`src/rtl/debug_tx_scheduler_if.sv`:
```
`default_nettype none
// ============================================================================
//  Module      : debug_tx_scheduler_if
//  Description : Bundle between the telemetry requesters / debug uart_tx and
//                the debug packet scheduler.
//                master = scheduler side, slave = requesters + uart_tx side.
//  Revision    : 1.0 - initial release
// ============================================================================
interface debug_tx_scheduler_if;
    logic [3:0]   req;
    logic [127:0] req_data;
    logic [3:0]   ack;
    logic         tx_send;
    logic [7:0]   tx_byte;
    logic         busy;
    logic [15:0]  pkt_count;

    modport master (
        input  req,
        input  req_data,
        output ack,
        output tx_send,
        output tx_byte,
        output busy,
        output pkt_count
    );

    modport slave (
        output req,
        output req_data,
        input  ack,
        input  tx_send,
        input  tx_byte,
        input  busy,
        input  pkt_count
    );
endinterface
`default_nettype wire

```
`src/rtl/debug_tx_scheduler.sv`:
```
`default_nettype none
// ============================================================================
//  Module      : debug_tx_scheduler
//  Description : Round-robin scheduler sharing the debug uart_tx among four
//                telemetry sources. Each grant latches a 32-bit word and sends
//                it as a 7-byte packet: SYNC, ID, D3..D0, XOR checksum. Bytes
//                are paced by a byte-period timer because uart_tx has no busy.
//  Revision    : 1.0 - initial release
// ============================================================================
module debug_tx_scheduler #(
    parameter int         CLKS_PER_BIT = 40,
    parameter int         GAP_CLKS     = 8,
    parameter logic [7:0] SYNC_BYTE    = 8'hA5
) (
    input  logic                 clock,
    input  logic                 reset_n,
    debug_tx_scheduler_if.master bus
);

    localparam int BYTE_CLKS = 10 * CLKS_PER_BIT + GAP_CLKS;
    localparam int TMR_W     = $clog2(BYTE_CLKS);
    localparam logic [2:0] LAST_IDX = 3'd6;

    typedef enum logic [2:0] {
        S_IDLE  = 3'd0,
        S_GRANT = 3'd1,
        S_SEND  = 3'd2,
        S_WAIT  = 3'd3,
        S_DONE  = 3'd4
    } state_t;

    state_t             r_state;
    state_t             w_state_next;
    logic [1:0]         r_last;
    logic [1:0]         r_grant;
    logic [1:0]         w_pick;
    logic               w_found;
    logic [31:0]        r_word;
    logic [2:0]         r_index;
    logic [2:0]         w_idx_next;
    logic [TMR_W-1:0]   r_timer;
    logic [7:0]         r_tx_byte;
    logic [7:0]         r_chk;
    logic [7:0]         w_byte;
    logic [15:0]        r_pkt_count;
    logic               w_timer_expire;

    // Round-robin search starting one past the last granted source.
    always_comb begin
        w_found = 1'b0;
        w_pick  = r_last;
        for (int i = 1; i <= 4; i++) begin
            if (!w_found && bus.req[r_last + 2'(i)]) begin
                w_found = 1'b1;
                w_pick  = r_last + 2'(i);
            end
        end
    end

    // The decremented timer reaching zero ends the byte period, so sends are
    // exactly BYTE_CLKS apart (SEND cycle plus BYTE_CLKS-1 WAIT cycles).
    assign w_timer_expire = (r_timer == TMR_W'(1));
    assign w_idx_next     = r_index + 3'd1;

    // Byte that will be issued at the next SEND; index 6 is the running XOR.
    always_comb begin
        w_byte = r_chk;
        case (w_idx_next)
            3'd1:    w_byte = {6'b0, r_grant};
            3'd2:    w_byte = r_word[31:24];
            3'd3:    w_byte = r_word[23:16];
            3'd4:    w_byte = r_word[15:8];
            3'd5:    w_byte = r_word[7:0];
            default: w_byte = r_chk;
        endcase
    end

    // Next-state logic of the packet sequencer.
    always_comb begin
        w_state_next = r_state;
        case (r_state)
            S_IDLE:  if (w_found) w_state_next = S_GRANT;
            S_GRANT: w_state_next = S_SEND;
            S_SEND:  w_state_next = S_WAIT;
            S_WAIT:  if (w_timer_expire)
                         w_state_next = (r_index == LAST_IDX) ? S_DONE : S_SEND;
            S_DONE:  w_state_next = S_IDLE;
            default: w_state_next = S_IDLE;
        endcase
    end

    // State register.
    always_ff @(posedge clock or negedge reset_n) begin
        if (!reset_n) r_state <= S_IDLE;
        else          r_state <= w_state_next;
    end

    // Datapath: arbitration pointer, word latch, byte index, timer, checksum.
    always_ff @(posedge clock or negedge reset_n) begin
        if (!reset_n) begin
            r_last      <= 2'd3;
            r_grant     <= 2'd0;
            r_word      <= 32'd0;
            r_index     <= 3'd0;
            r_timer     <= '0;
            r_tx_byte   <= 8'd0;
            r_chk       <= 8'd0;
            r_pkt_count <= 16'd0;
        end else begin
            case (r_state)
                S_IDLE: begin
                    if (w_found) begin
                        r_grant <= w_pick;
                        r_last  <= w_pick;
                    end
                end
                S_GRANT: begin
                    r_word    <= bus.req_data[{r_grant, 5'b0} +: 32];
                    r_index   <= 3'd0;
                    r_chk     <= 8'd0;
                    r_tx_byte <= SYNC_BYTE;
                end
                S_SEND: begin
                    r_timer <= TMR_W'(BYTE_CLKS - 1);
                end
                S_WAIT: begin
                    r_timer <= r_timer - TMR_W'(1);
                    if (w_timer_expire && r_index != LAST_IDX) begin
                        r_index   <= w_idx_next;
                        r_tx_byte <= w_byte;
                        if (w_idx_next != LAST_IDX) r_chk <= r_chk ^ w_byte;
                    end
                end
                S_DONE: begin
                    r_pkt_count <= r_pkt_count + 16'd1;
                end
                default: ;
            endcase
        end
    end

    assign bus.ack       = (r_state == S_GRANT) ? (4'b0001 << r_grant) : 4'b0000;
    assign bus.tx_send   = (r_state == S_SEND);
    assign bus.tx_byte   = r_tx_byte;
    assign bus.busy      = (r_state != S_IDLE);
    assign bus.pkt_count = r_pkt_count;

endmodule
`default_nettype wire

```
`src/flat_wrapper.sv`:
```
// flat-port wrapper written by rule: the top's interface ports become plain ports
module debug_tx_scheduler_flat 
#(
    parameter int         CLKS_PER_BIT = 40,
    parameter int         GAP_CLKS     = 8,
    parameter logic [7:0] SYNC_BYTE    = 8'hA5
)
  (clock, reset_n, bus_req, bus_req_data, bus_ack, bus_tx_send, bus_tx_byte, bus_busy, bus_pkt_count);
  debug_tx_scheduler_if bus_i ();
  input  logic clock;
  input  logic reset_n;
  input wire logic [$bits(bus_i.req)-1:0] bus_req;
  input wire logic [$bits(bus_i.req_data)-1:0] bus_req_data;
  output wire logic [$bits(bus_i.ack)-1:0] bus_ack;
  output wire logic [$bits(bus_i.tx_send)-1:0] bus_tx_send;
  output wire logic [$bits(bus_i.tx_byte)-1:0] bus_tx_byte;
  output wire logic [$bits(bus_i.busy)-1:0] bus_busy;
  output wire logic [$bits(bus_i.pkt_count)-1:0] bus_pkt_count;
  assign bus_i.req = bus_req;
  assign bus_i.req_data = bus_req_data;
  assign bus_ack = bus_i.ack;
  assign bus_tx_send = bus_i.tx_send;
  assign bus_tx_byte = bus_i.tx_byte;
  assign bus_busy = bus_i.busy;
  assign bus_pkt_count = bus_i.pkt_count;
  debug_tx_scheduler #(.CLKS_PER_BIT(CLKS_PER_BIT), .GAP_CLKS(GAP_CLKS), .SYNC_BYTE(SYNC_BYTE)) u_core (.clock(clock), .reset_n(reset_n), .bus(bus_i));
endmodule
```
`config.mk`:
```
export PLATFORM = sky130hd
export DESIGN_NAME = debug_tx_scheduler_flat
export DESIGN_NICKNAME = d
export VERILOG_FILES = /design/src/rtl/debug_tx_scheduler_if.sv /design/src/rtl/debug_tx_scheduler.sv /design/src/flat_wrapper.sv
export SDC_FILE = /design/constraint.sdc
export NUM_CORES = 1
export LEC_CHECK = 0
export BUFFER_PORTS_ARGS = -buffer_cell sky130_fd_sc_hd__buf_2
export CAP_MARGIN = 30
export CORE_MARGIN = 2
export CORE_UTILIZATION = 51
export DETAILED_ROUTE_END_ITERATION = 6
export PLACE_DENSITY = 0.8
export SYNTH_ARGS = -nofsm -noshare
export SYNTH_HDL_FRONTEND = slang
export SYNTH_SLANG_ARGS = --single-unit
```
`constraint.sdc`:
```
create_clock -name clock -period 3.25 [get_ports clock]
set_input_delay 0.325 -clock clock [delete_from_list [all_inputs] [get_ports clock]]
set_output_delay 0.325 -clock clock [all_outputs]
set_load 0.005 [all_outputs]
```
==> run summary, run 1 <==
Vias: 4,131
Die H: 101 um
Final hold vios: 0
Unrepaired setup endpoints after global routing: false
Worst skew pair latency: 0.35 ns
Drc violations: 0
Grt total ovfl: 0
Worst Skew: 0.00997 ns
Post-synth top area share: 42.2%
First-pass GRT wire length: 19.0 mm
Top post-synthesis cells by area: dfrtp_1 (42%), mux4_2 (15%), nand2_1 (9.1%)
Root buffer cell: clkbuf_8
Prevailing post-synth register cell: dfrtp_1
Actual slew at the worst max-slew pin: 0.634 ns
HP Class: primary input to register
Fin crit share: 72.5%
Wire per inst: 15.2 um
Fmax: 424 MHz
Clk sinks: 83
Antenna violations before repair: 0
Register area share after synthesis: 43.3%
Vias per cell: 5.58
Synth async-reset ratio: 100%
Status: complete, no violations
Yosys top cell by area: dfrtp_1
Finished Cell Area: 0.00590 mm^2
Crit path buf inv count: 0
Final Max Tran Viols: 0
Share of cells above drive strength 1: 36.4%
Setup Fix Bufs, Post-CTS: 0
Top post-synthesis cells by count: nand2_1 (116), dfrtp_1 (81), mux4_2 (32)
Slowest-stage cell, CP: or4_1
Routability cong.: 0.856
Core area: 0.00920 mm^2
Number of flops mapped to enable cells by yosys: 0
Crit-path max FO: 21
Crit path DAT: 2.63 ns
TritonCTS clock tree: yes
Ant diodes: 0
IO Port Bufs: 163
Crit path kind: register to register
Synth warn: 0
Rel. slew slack: 57.6%
Crit-path leading delay family: simple AND/OR/NAND/NOR gates
IO Count: 164
Avg Cell Area, Syn: 10.2 um^2
Max_cap viols: 0
Power Total: 1.96 mW
Die X: 101 um
H-tree Lvls: 3
P_leak: 2.85 nW
Max IR drop VDD: 0.153 mV
Dpl cells: 723
Dpl hpwl: 8.67 mm
Crit path cell chain: ha_1 -> xor2_4 -> mux2_4 -> or4_1 -> a21oi_1
Slowest Stage Delay on Critical Path: 0.53 ns
Cell count after synthesis: 472
Vias in the first global route: 4,153
FP Rows: 35
Setup TNS: 0 ns
ANT nets after route: 0
Area after DPL: 0.00570 mm^2
P&R area growth vs syn: 22.9%
PwrDens: 331 mW/mm^2
Register bit count reported by yosys: 83
Iter 0 DRT Violations: 187
Synth cell types: 50
Pre-Repair DR Iteration Count: 5
Type of element capturing the critical path: register
Setup Viol. Count Final: 0
Synth Net Count: 614
Worst Path Required: 3.52 ns
Final WL: 11.3 mm
Setup crit start kind: register
Final min period: 2.36 ns
Critical path depth in cells: 5
DIE AREA: 0.0102 mm^2
Layout Nets: 766
Clock Pin Slew Worst Setup and Hold Paths: 0.08 ns
Hold depth: 3
Worst R2R Path Depth: 5
Hold slack: 0.350 ns
Mapped Area: 0.00480 mm^2
CTS max path bufs: 2
Initial Util: 52.2%
CTS resizes: 0
Cell Count, Final, Fillers Out: 740
Num CTS Buffers: 9
Pin count of the biggest net entering global routing: 52
Filler cell count: 777
Top-count cell post-synth: nand2_1
GR Util All Layers: 23.6%
[what timing repair did]
item                       in CTS  in global routing
hold buffers                    1                  0
setup endpoints to repair       0                  0
hold endpoints to repair       30                  0
[kinds of logic after synthesis]
family	count (synthesis)	share of synthesized area, %
DFF	83	43.3
xor gates and xnor gates	16	3.31
and+or+nand+nor	201	19.5
adders and majority gates	8	2.08
buffers and inverters	38	3.39
AOI/OAI and AO/OA	80	10.3
muxes	46	18.1
[final timing paths]
kind                                          start                        to  slack (ns)
hold / removal                           bus_req[0]         u_core.r_state[0]        0.35
hold reg to reg            u_core.bus.pkt_count[15]  u_core.bus.pkt_count[15]        0.47
max in group asynchronous                   reset_n         u_core.r_word[10]        2.20
min in group asynchronous                   reset_n     u_core.bus.tx_byte[0]        0.47
setup reg to reg                  u_core.r_index[0]           u_core.r_chk[2]        0.89
setup / recovery                  u_core.r_index[0]           u_core.r_chk[2]        0.89
[final cells by class]
class                           instances  area (um^2)  share of cell area [%]
Multi-Input combinational cell        351         2560                    43.4
Sequential cell                        83         2080                    35.2
Timing Repair Buffer                  170          893                    15.1
Clock buffer                           12          145                    2.46
Tap cell                              111          139                    2.35
Clock inverter                          4         51.3                   0.869
Inverter                                9         33.8                   0.572
[placed cells by master, fill, tap and decap left out, types with 3 or more instances in the layout]
master	instances
a21o_1	3
a21oi_1	28
a22o_1	4
a22oi_1	14
a31oi_1	3
and3_1	3
buf_2	162
buf_4	6
clkbuf_8	10
dfrtp_1	80
ha_1	8
inv_1	9
mux2_2	4
mux2i_1	9
mux4_2	32
nand2_1	116
nand2b_1	4
nand3_1	15
nand4_1	5
nor2_1	21
nor2b_1	3
nor3_1	13
nor3b_1	4
o21ai_0	19
or4b_1	3
xnor2_1	13
[worst register-to-register path, delay by kind of cell (launching register included)]
kind            cells  cell delay [ns]
xor+xnor            1             0.41
flops               1             0.44
mux                 1             0.44
compound gates      1             0.16
fa+ha+maj           1             0.31
simple gates        1             0.53
[per-layer routing]
layer / routed length (um) / vias to the layer above / global-route usage, % / share of wire, %
li1: - / 2000 / - / -
met1: 4620 / 1971 / 29.6 / 41
met2: 5850 / 144 / 41.6 / 52
met3: 607 / 16 / 3.54 / 5.4
met4: 172 / 0 / 8.32 / 1.5
met5: 0 / - / 0 / 0
[state kept, by name (all words and copies together), names as in the netlist]
signal,cells
u_core.r_chk,8
u_core.bus.tx_byte,8
u_core.r_state,3
u_core.bus.pkt_count,16
u_core.r_word,32
u_core.r_index,3
u_core.r_timer,9
u_core.r_last,2
u_core.r_grant,2
[through the flow]
step	worst slack, ns	util [%]
6_report	0.894	64.2
5_1_grt	0.701	64.2
4_1_cts	0.887	64.2
3_5_place_dp	0.876	62.0
3_3_place_gp	0.987	61.7
2_1_floorplan	1.03	-
[report_power, final]
group / total, mW / switching (mW) / internal [mW]
clock: 0.728 / 0.351 / 0.377
sequential: 1.06 / 0.0127 / 1.05
combinational: 0.165 / 0.0613 / 0.103
Power figures use the tool's default switching activity.
==> inputs of run 2 (changes only) <==
==> constraint.sdc (replaced) <==
create_clock -name clock -period 2.4 [get_ports clock]
set_input_delay 0.24 -clock clock [delete_from_list [all_inputs] [get_ports clock]]
set_output_delay 0.24 -clock clock [all_outputs]
set_load 0.005 [all_outputs]
==> run 2 against run 1 <==
Effect of this change: combinational power increased by 36%; register-to-register slack worse by 0.73 ns; clock skew up 0.0022 ns; count of clock-buffer cells in the layout shrank 2; clock power is 69% higher; sequential power increased by 36%; first-iteration DRC count up 19%; maximum frequency increased by 5.2%; via count increased by 2.4%; flip-flop and latch count unchanged; sequential share of layout area down 0.77 points; core utilization up 1.4 points; critical endpoint is now u_core.r_chk[6]; largest cell class unchanged; highest routed layer unchanged.
==> run summary, run 2 (synthesis gave the netlist of run 1 again) <==
Vias per cell: 5.67
Crit path DAT: 2.51 ns
Setup Viol. Count Final: 0
Worst setup margin: 0.159 ns
TritonCTS clock tree: yes
Fmax: 446 MHz
Dpl cells: 728
Vias in the first global route: 4,056
Grt total ovfl: 0
Root buffer cell: clkbuf_8
Initial Util: 52.2%
Worst Path Required: 2.67 ns
Crit-path max FO: 21
Commonest non-fill, non-tap cell in the layout: buf_2
Actual slew at the worst max-slew pin: 0.710 ns
Finished Cell Area: 0.00604 mm^2
Max_cap viols: 0
Fin crit share: 93.4%
Routability cong.: 0.848
Place WS: 0.0146 ns
Core area: 0.00920 mm^2
Dpl hpwl: 9.23 mm
P_leak: 2.92 nW
Final WL: 12.0 mm
Ant diodes: 0
IO Count: 164
Pre-Repair DR Iteration Count: 6
IO Port Bufs: 163
Wire per inst: 16.0 um
Die X: 101 um
Biggest register: u_core.r_word
Clk sinks: 83
Crit path kind: register to register
Worst skew pair latency: 0.35 ns
HP Class: primary input to register
Share of cells above drive strength 1: 37.7%
Pin count of the biggest net entering global routing: 57
Layout Nets: 774
P&R area growth vs syn: 25.7%
Unrepaired setup endpoints after global routing: false
Die H: 101 um
Rel. slew slack: 52.7%
Cell Count, Final, Fillers Out: 747
CTS max path bufs: 2
FP Rows: 35
Setup crit start kind: register
Max reg flops: 32
Slowest Stage Delay on Critical Path: 0.52 ns
ANT nets after route: 0
Antenna violations before repair: 0
Iter 0 DRT Violations: 223
First-pass GRT wire length: 19.1 mm
Num CTS Buffers: 9
Worst Skew: 0.0122 ns
Clock Pin Slew Worst Setup and Hold Paths: 0.09 ns
Hold depth: 3
Vias: 4,232
Commonest cells after routing, fill and taps aside: buf_2 (162), nand2_1 (116), dfrtp_1 (80)
Hold slack: 0.256 ns
Setup TNS: 0 ns
Type of element capturing the critical path: register
PwrDens: 480 mW/mm^2
Crit path cell chain: ha_1 -> xor2_4 -> mux2_4 -> or4b_1 -> a21oi_1
Final min period: 2.24 ns
H-tree Lvls: 3
Final hold vios: 0
Drc violations: 0
DIE AREA: 0.0102 mm^2
Max IR drop VDD: 0.332 mV
Area after DPL: 0.00574 mm^2
Filler cell count: 760
Worst R2R Path Depth: 5
Slowest-stage cell, CP: or4b_1
Status: complete, no violations
GR Util All Layers: 23.8%
Final Max Tran Viols: 0
## run 2: cell types whose count changed in the layout (fill, tap and decap cells not counted), sizes merged
cell / change
clkinv: -2
bufinv: +2
clkbuf: -2
buf: +8
inv: +2
clkinvlp: -1
## run 2: final cells by class
class,instances,area (um^2),share of cell area [%]
Multi-Input combinational cell,351,2570,42.5
Sequential cell,83,2080,34.5
Clock buffer,10,138,2.28
Inverter,9,33.8,0.560
Tap cell,111,139,2.30
Timing Repair Buffer,178,971,16.1
Clock inverter,5,108,1.78
## run 2: worst paths after layout
check | slack (ns) | to | from
max | 0.16 | u_core.r_chk[6] | u_core.r_index[0]
min | 0.26 | u_core.r_state[0] | bus_req[0]
max reg2reg | 0.16 | u_core.r_chk[6] | u_core.r_index[0]
min reg2reg | 0.47 | u_core.bus.pkt_count[15] | u_core.bus.pkt_count[15]
max in group asynchronous | 1.30 | u_core.bus.tx_byte[2] | reset_n
min in group asynchronous | 0.49 | u_core.bus.pkt_count[0] | reset_n
## run 2: worst max-delay path, delay by kind of cell, from the launching register on
kind                       cells  cell delay (ns)
AOI/OAI and AO/OA              1             0.20
xor gates and xnor gates       1             0.25
adders and majority gates      1             0.30
DFF                            1             0.45
muxes                          1             0.42
and+or+nand+nor                1             0.52
## run 2: per-stage QoR
stage	util, %	power, mW
3_5_place_dp	62.4	1.69
5_1_grt	65.6	2.98
6_report	65.6	2.90
3_3_place_gp	62.4	1.68
4_1_cts	65.2	2.91
2_1_floorplan	-	1.54
## run 2: timing repair
item / in CTS / in global routing
endpoints found under the setup margin: 0 / 7
buffers inserted: 0 / 3
hold buffers: 1 / 0
resized for setup: 0 / 2
hold endpoints to repair: 53 / 0
## run 2: power by group
group          internal [mW]  switching (mW)  leakage (nW)
logic                  0.139          0.0853          1.78
registers               1.42          0.0172          1.02
clock network          0.722           0.509         0.123
total                   2.29           0.611          2.92
## run 2: per-layer routing
metal	GRT usage [%]	up-vias	wire (um)
met3	3.26	20	671
met5	0	-	0
met4	7.69	0	223
met2	41.6	184	6280
li1	-	2013	-
met1	30.6	2015	4810
==> inputs of run 3 (changes only) <==
--- a/config.mk
+++ b/config.mk
@@ -10,6 +10,7 @@
 export CORE_MARGIN = 2
 export CORE_UTILIZATION = 51
 export DETAILED_ROUTE_END_ITERATION = 6
+export MAX_ROUTING_LAYER = met4
 export PLACE_DENSITY = 0.8
 export SYNTH_ARGS = -nofsm -noshare
 export SYNTH_HDL_FRONTEND = slang
==> constraint.sdc (replaced) <==
create_clock -name clock -period 2.4 [get_ports clock]
set_input_delay 0.36 -clock clock [delete_from_list [all_inputs] [get_ports clock]]
set_output_delay 0.36 -clock clock [all_outputs]
set_load 0.005 [all_outputs]
==> run 3 against run 2 <==
Effect of this change: total power fell by 7.7%; flip-flop and latch count did not move; cell count rose by 0.13%; clock power fell by 18%; sequential share of layout area increased by 0.32 points; clock skew fell by 0.0073 ns; via count is 1.0% lower; worst setup slack improved by 0.020 ns; count of clock-buffer cells in the layout unchanged; global-route usage grew 0.42 points; design area shrank 0.91%; largest cell class unchanged; largest power group unchanged.
==> run summary, run 3 (synthesis gave the netlist of run 1 again) <==
Ant diodes: 0
Worst R2R Path Depth: 6
Setup Viol. Count Final: 0
R2r setup slk: 0.18 ns
Iter 0 DRT Violations: 176
Sequential share of power: 54.0%
Final Max Tran Viols: 0
Pint: 2.07 mW
Vias: 4,189
Worst Path Required: 2.68 ns
Crit-path max FO: 7
Vias per cell: 5.60
Crit path kind: register to register
IO Count: 164
Layout Nets: 774
Type of element capturing the critical path: register
Clk sinks: 83
Logic pwr share: 8.3%
Grt total ovfl: 0
GR Util All Layers: 24.2%
Reg-to-Reg End: u_core.r_chk[3]
Worst skew pair latency: 0.35 ns
PwrDens: 447 mW/mm^2
Pre-Repair DR Iteration Count: 4
Antenna violations before repair: 0
Cell Count, Final, Fillers Out: 748
Max reg flops: 32
Hold depth: 3
CTS max path bufs: 2
Worst Hold Path EP: u_core.r_state[0]
Wire per inst: 15.6 um
IO Port Bufs: 163
Dpl cells: 729
Actual slew at the worst max-slew pin: 0.555 ns
Die H: 101 um
Core area: 0.00920 mm^2
Pin count of the biggest net entering global routing: 45
H-tree Lvls: 3
Share of cells above drive strength 1: 37.8%
Clock Pin Slew Worst Setup and Hold Paths: 0.08 ns
P_leak: 2.90 nW
Rel. slew slack: 62.8%
Setup crit start kind: register
Num CTS Buffers: 9
Status: complete, no violations
HP Start: bus_req[0]
P&R area growth vs syn: 24.5%
FP Rows: 35
Final min period: 2.22 ns
Commonest non-fill, non-tap cell in the layout: buf_2
Sw power: 0.600 mW
DIE AREA: 0.0102 mm^2
Final WL: 11.6 mm
Worst Skew: 0.00488 ns
Max_cap viols: 0
Dpl hpwl: 9.11 mm
ANT nets after route: 0
Switch share: 22.4%
First-pass GRT wire length: 18.8 mm
Biggest register: u_core.r_word
Crit path DAT: 2.50 ns
Unrepaired setup endpoints after global routing: false
Drc violations: 0
Routability cong.: 0.873
TritonCTS clock tree: yes
HP Class: primary input to register
Worst r2r src: u_core.r_index[0]
Commonest cells after routing, fill and taps aside: buf_2 (162), nand2_1 (116), dfrtp_1 (80)
Setup TNS: 0 ns
Vias in the first global route: 4,120
Final hold vios: 0
Fmax: 450 MHz
Die X: 101 um
Max IR drop VDD: 0.236 mV
Clock network fraction of total power: 37.7%
Fin crit share: 92.5%
Root buffer cell: clkbuf_8
Initial Util: 52.2%
## run 3: cell types whose count changed in the layout (fill, tap and decap cells not counted)
cell and delta:
a21o_2 -1, clkinv_2 +2, clkinvlp_4 +2, ha_1 -1, buf_4 +1, ha_2 +1, a21o_1 +1, buf_12 -1
inv_6 -1, bufinv_16 -2
## run 3: power groups by stage
stage          logic [mW]  clock network, mW  registers [mW]
6_report            0.222               1.01            1.44
5_1_grt             0.248               1.09            1.45
4_1_cts             0.226               1.02            1.44
3_5_place_dp        0.224                  0            1.47
3_3_place_gp        0.216                  0            1.47
2_1_floorplan      0.0771                  0            1.46
## run 3: what timing repair did
item / 4_1_cts / 5_1_grt
resized for setup: 0 / 2
hold buffers: 1 / 0
setup buffers: 0 / 2
endpoints found under the setup margin: 0 / 4
hold endpoints to repair: 19 / 0
## run 3: area by class of cell
type | instances | area [um^2]
Inverter | 9 | 33.8
Clock inverter | 6 | 63.8
Multi-Input combinational cell | 351 | 2570
Tap cell | 111 | 139
Sequential cell | 83 | 2080
Clock buffer | 10 | 138
Fill cell | 756 | 3210
Timing Repair Buffer | 178 | 958
## run 3: critical path, stage by stage, from the launching register on
cell,delay (ns)
dfrtp_1,0.44
ha_1,0.30
xor2_4,0.30
buf_4,0.20
mux2i_1,0.29
or4b_1,0.46
a21oi_1,0.15
## run 3: stage by stage
stage | cell area, um^2 | hold WS, ns | util, % | setup slack [ns] | power (mW)
floorplan | 4800 | 0.0644 | - | 0.180 | 1.54
global placement | 5750 | 0.364 | 62.5 | 0.178 | 1.68
detailed placement | 5750 | 0.367 | 62.5 | 0.0517 | 1.69
CTS | 5960 | 0.359 | 64.8 | 0.0587 | 2.69
global route | 5980 | 0.374 | 65.0 | 0.0283 | 2.78
finish | 5980 | 0.358 | 65.0 | 0.179 | 2.67
## run 3: worst max path at each step
stage                            from               to  slack [ns]  depth (start not counted)
global route        u_core.r_index[0]  u_core.r_chk[2]        0.03                          5
global placement    u_core.r_index[0]  u_core.r_chk[3]        0.18                          5
finish              u_core.r_index[0]  u_core.r_chk[3]        0.18                          6
floorplan           u_core.r_index[0]  u_core.r_chk[3]        0.18                          6
CTS                 u_core.r_index[0]  u_core.r_chk[2]        0.06                          5
detailed placement  u_core.r_index[0]  u_core.r_chk[2]        0.05                          5
## run 3: per-layer routing
layer	up-vias	GRT usage [%]	routed length, um
met1	2001	29.5	4810
met5	-	-	0
met3	23	3.74	523
met2	148	41.4	6080
li1	2017	-	-
met4	0	7.90	235
